File: config.mk
export PLATFORM = sky130hd
export DESIGN_NAME = ptr_alloc
export DESIGN_NICKNAME = d
export VERILOG_FILES = /design/src/rtl/ll_pkg.sv /design/src/rtl/ptr_fifo.sv /design/src/rtl/ptr_alloc.sv
export SDC_FILE = /design/constraint.sdc
export NUM_CORES = 2
export LEC_CHECK = 0
export CAP_MARGIN = 0
export CORE_UTILIZATION = 35
export CTS_CLUSTER_DIAMETER = 100
export DETAILED_ROUTE_END_ITERATION = 7
export MAX_ROUTING_LAYER = met4
export PLACE_DENSITY_LB_ADDON = 0.25
export SYNTH_ARGS = -nofsm -noshare
export SYNTH_HDL_FRONTEND = slang
export SYNTH_SLANG_ARGS = --single-unit
File: constraint.sdc
create_clock -name clk -period 13.1 [get_ports clk]
set_input_delay 1.31 -clock clk [delete_from_list [all_inputs] [get_ports clk]]
set_output_delay 1.31 -clock clk [all_outputs]
set_load 0.01 [all_outputs]
File: src/rtl/ll_pkg.sv
// Shared types for the linked-list pointer allocator.
// N sets the node count; W_PTR and the count width follow from it.
package ll_pkg;

  parameter int N = 256;
  localparam int W_PTR = $clog2(N);

  typedef logic [W_PTR-1:0] Pointer;
  typedef logic [W_PTR:0]   cnt_t;

  typedef enum logic {
    INIT,
    RUN
  } alloc_state_t;

  localparam cnt_t CNT_FULL = cnt_t'(N);

endpackage

File: src/rtl/ptr_fifo.sv
// Circular N x W_PTR pointer store with an occupancy count.
// The head entry is read combinationally so it can be offered without delay.
module ptr_fifo
  import ll_pkg::*;
(
  input  logic   clk,
  input  logic   rst,
  input  logic   push,
  input  Pointer push_ptr,
  input  logic   pop,
  output Pointer head,
  output cnt_t   count
);

  Pointer mem_q [N];

  Pointer rd_idx_q;
  Pointer rd_idx_d;
  Pointer wr_idx_q;
  Pointer wr_idx_d;
  cnt_t   count_q;
  cnt_t   count_d;

  // Indices are W_PTR wide, so the wrap at N is free.
  always_comb begin
    rd_idx_d = rd_idx_q + Pointer'(pop);
    wr_idx_d = wr_idx_q + Pointer'(push);
    count_d  = count_q;
    unique case (1'b1)
      push && !pop: count_d = count_q + cnt_t'(1);
      pop && !push: count_d = count_q - cnt_t'(1);
      default:      count_d = count_q;
    endcase
  end

  always_ff @(posedge clk or negedge rst) begin
    if (!rst) begin
      rd_idx_q <= '0;
      wr_idx_q <= '0;
      count_q  <= '0;
    end else begin
      rd_idx_q <= rd_idx_d;
      wr_idx_q <= wr_idx_d;
      count_q  <= count_d;
    end
  end

  always_ff @(posedge clk) begin
    if (push) begin
      mem_q[wr_idx_q] <= push_ptr;
    end
  end

  assign head  = mem_q[rd_idx_q];
  assign count = count_q;

endmodule

File: src/rtl/ptr_alloc.sv
// Free-pointer allocator: fills the free list after reset, then serves it FIFO.
// Define PTR_ALLOC_DBL_FREE_CHK_EN to add the double-free bitmap and err_dbl_free.
module ptr_alloc
  import ll_pkg::*;
(
  input  logic   clk,
  input  logic   rst,
  output logic   alloc_vld,
  input  logic   alloc_rdy,
  output Pointer alloc_ptr,
  input  logic   free_vld,
  input  Pointer free_ptr,
  output logic   init_done,
  output cnt_t   free_cnt,
  output logic   empty
`ifdef PTR_ALLOC_DBL_FREE_CHK_EN
  ,
  output logic   err_dbl_free
`endif
);

  alloc_state_t state_q;
  alloc_state_t state_d;
  Pointer       init_idx_q;
  Pointer       init_idx_d;

  logic   run;
  logic   full;
  logic   free_ok;
  logic   chk_ok;
  logic   push;
  logic   pop;
  Pointer push_ptr;
  Pointer head;
  cnt_t   count;

  ptr_fifo u_fifo (
    .clk      (clk),
    .rst      (rst),
    .push     (push),
    .push_ptr (push_ptr),
    .pop      (pop),
    .head     (head),
    .count    (count)
  );

  always_ff @(posedge clk or negedge rst) begin
    if (!rst) begin
      state_q    <= INIT;
      init_idx_q <= '0;
    end else begin
      state_q    <= state_d;
      init_idx_q <= init_idx_d;
    end
  end

  always_comb begin
    state_d    = state_q;
    init_idx_d = init_idx_q;
    unique case (state_q)
      INIT: begin
        init_idx_d = init_idx_q + Pointer'(1);
        if (init_idx_q == Pointer'(N - 1)) begin
          state_d = RUN;
        end
      end
      RUN:     state_d = RUN;
      default: state_d = INIT;
    endcase
  end

  always_comb begin
    run       = (state_q == RUN);
    init_done = run;
    free_cnt  = count;
    empty     = (count == '0);
    full      = (count == CNT_FULL);
    alloc_vld = run && !empty;
    alloc_ptr = alloc_vld ? head : '0;
    pop       = alloc_vld && alloc_rdy;
    free_ok   = run && free_vld && !full && chk_ok;
    push      = run ? free_ok : 1'b1;
    push_ptr  = run ? free_ptr : init_idx_q;
  end

`ifdef PTR_ALLOC_DBL_FREE_CHK_EN
  logic [N-1:0] bitmap_q;
  logic [N-1:0] bitmap_d;
  logic         err_q;
  logic         err_d;

  // A bit is set while its pointer is out with a consumer.
  always_comb begin
    chk_ok   = bitmap_q[free_ptr];
    bitmap_d = bitmap_q;
    if (pop) begin
      bitmap_d[alloc_ptr] = 1'b1;
    end
    if (free_ok) begin
      bitmap_d[free_ptr] = 1'b0;
    end
    err_d = run && free_vld && !free_ok;
  end

  always_ff @(posedge clk or negedge rst) begin
    if (!rst) begin
      bitmap_q <= '0;
      err_q    <= 1'b0;
    end else begin
      bitmap_q <= bitmap_d;
      err_q    <= err_d;
    end
  end

  assign err_dbl_free = err_q;
`else
  assign chk_ok = 1'b1;
`endif

endmodule

==> out/metrics.cfg <==
[floorplanning]
fp-row-count = 176
die_w_um = 483
dieArea_mm2 = 0.234
coreArea_mm2 = 0.230
die_h_um = 483
initial_core_util_pct = 35.2
io_pins = 32

[critical_path]
crit_cells = 9
crit_family = buffers and inverters
cpMaxStageDelayCell = dfrtp_4
worstPathRequired_ns = 11.79
cp_cell_sequence = buf_12 -> buf_4 -> mux4_2 -> mux4_2 -> mux2i_1 -> o22ai_1 -> o22ai_1 -> o22ai_1 -> clkdlybuf4s50_1
cp-end-kind = primary output
reg2reg_depth = 11
worstPathMaxFanout = 101
crit_type = register to primary output
path_common_cell = o22ai_1
cp.arrival_ns = 6.26
worstSetupStartpointType = register
cp_num_buf_inv = 3
slowest_delay_ns = 0.93

[hold_path]
hold-path-cell-count = 1
hp-class = register to register

[detailed_routing]
via_per_inst = 5.51
vias = 39000
wirelength_mm = 214
drtIter0Drc = 4286
drt_pass1_iterations = 5
drcViolationCount = 0
postRouteAntennaNets = 0
wl_per_cell_um = 30.2

[grt]
grt.total_usage_pct = 18.7
grt_pass1_vias = 39300
grt_max_degree = 162
grt_remaining_overflow = 0
grt_pass1_wl_mm = 304
antenna_found_initial = 1

[sta]
setup_viol = 0
max-slew-margin-rel_pct = 15.7
fin_crit_ns = 7.57
setup_tns_ns = 0
rsz0062_at_grt = no
fmax_mhz = 132
skew_ns = 0.0350
hold_viol = 0
worst_slew_pin_slew_ns = 1.26
slew_violations = 0
post-route-period-util_pct = 57.8

[synth]
syn_avg_cell_area_um2 = 21.5
syn_nets = 3799
yosysUniqueCellTypes = 61
async_flop_share_pct = 1.63
ys_seq_area_share_pct = 76.9
netlist_instances = 3779
ys_ff_latch = 2082
synth_ff_type = edfxtp_1
yosysWarnings = 0
synth_edf_count = 2048
syn_area_mm2 = 0.0811

[pwr]
vdd_drop_max_mv = 0.124
total_leakage_power_nw = 23.9
power_density_mw_per_mm2 = 142

[clocking]
cts-root-buf = clkbuf_16
clk_pin_slew_ns = 0.06
cts_sinks = 2082
clock_path_buffers = 3
cts_tree = yes
post_cts_resized = 0
cts_setup_buffers = 0
h-tree-depth = 4
ctsHoldBuffers = 0
cts_inserted_buffers = 212
clk_latency_ns = 0.85

[final_layout]
seqCellArea_mm2 = 0.0624
multi_input_area_mm2 = 0.0178
fin_util_pct = 39.8
final_cell_mix = edfxtp_1, mux4_2, nor2_1, clkbuf_16, mux2i_1
final_cell_count_no_fill = 7078
layout.nets = 3892
final_common_cell = edfxtp_1
fillers = 20200
drive_gt1_share_pct = 23.2
synthToLayoutAreaGrowth_pct = 12.9

[place]
dp.cells = 6684
hpwl_mm = 126
gp_congestion = 0.829
io_buffers = 31

[status]
outcome = complete, no violations

[flow_run]
drv_cap = 0

kinds of logic (layout without fill, tap and decap cells):
| logic type | Yosys count | in the layout | share of synthesized area [%] |
|---|---|---|---|
| AO/OA/AOI/OAI | 265 | 265 | 2.36 |
| XOR/XNOR | 30 | 30 | 0.324 |
| adder cells (fa/ha/maj) | 8 | 8 | 0.123 |
| buffers and inverters | 238 | 509 | 1.43 |
| flip-flops | 2082 | 2082 | 76.9 |
| multiplexers | 669 | 669 | 16.3 |
| other | 0 | 2 | 0 |
| AND/OR/NAND/NOR | 487 | 487 | 2.56 |
per-stage QoR:
step           setup WS, ns  power (mW)  hold WS (ns)  cell area [um^2]
6_report               5.53        13.0         0.526             91500
5_1_grt                5.42        13.4         0.546             91500
4_1_cts                5.43        13.1         0.489             91500
3_5_place_dp           6.38        7.35         0.515             84900
3_3_place_gp           5.42        7.35         0.509             84900
2_1_floorplan          7.92        7.34         0.459             81100
report_power, final:
group | leakage (nW) | switching (mW) | internal (mW)
clock | 3.24 | 2.53 | 3.28
sequential | 16.2 | 0 | 7.20
combinational | 4.53 | 0.00326 | 0.00303
total | 23.9 | 2.54 | 10.5
cell type report:
cell class | instances | share of cell area, %
Sequential cell | 2082 | 68.1
Timing Repair Buffer | 110 | 1.07
Clock buffer | 281 | 6.21
Inverter | 7 | 0.0342
Antenna cell | 2 | 0.00547
Tap cell | 3026 | 4.14
Multi-Input combinational cell | 1459 | 19.4
Clock inverter | 111 | 0.990
flip-flops by register name, summed over array words and instances (netlist names):
register / flops
u_fifo.wr_idx_q: 8
u_fifo.count: 9
u_fifo.mem_q: 2048
init_done: 1
u_fifo.rd_idx_q: 8
init_idx_q: 8
path summary, 6_finish.rpt:
path,slack [ns],to,start
min in group asynchronous,0.55,init_done$_DFF_PN0_,rst
setup reg to reg,8.65,u_fifo.count[8]$_DFFE_PN0P_,init_done$_DFF_PN0_
max in group asynchronous,12.12,u_fifo.rd_idx_q[2]$_DFF_PN0_,rst
setup / recovery,5.53,alloc_ptr[1],u_fifo.rd_idx_q[1]$_DFF_PN0_
hold reg to reg,0.53,init_idx_q[7]$_DFFE_PN0N_,init_idx_q[7]$_DFFE_PN0N_
hold / removal,0.53,init_idx_q[7]$_DFFE_PN0N_,init_idx_q[7]$_DFFE_PN0N_
cells in the mapped netlist (all sizes together) (27+ instances only):
cell type / number / share of area [%]
o21ai: 27 / 0.17
nand3: 35 / 0.22
dfrtp: 34 / 1.0
a22oi: 39 / 0.36
edfxtp: 2048 / 76
a21oi: 37 / 0.23
a221oi: 36 / 0.39
mux2i: 134 / 1.7
nand2: 72 / 0.33
nor2: 302 / 1.4
clkbuf: 102 / 0.47
mux4: 521 / 14
buf: 129 / 0.92
o22ai: 28 / 0.22
metal layers:
metal  part of all wire [%]  track usage (%)  up-vias
met1                     43             26.0    21300
met4                    2.5             4.99        0
met5                      0                -        -
met3                    7.4             3.82      305
met2                     47             28.1     1458
li1                       -                -    16000
No activity file was read; power rests on OpenSTA's default activity.
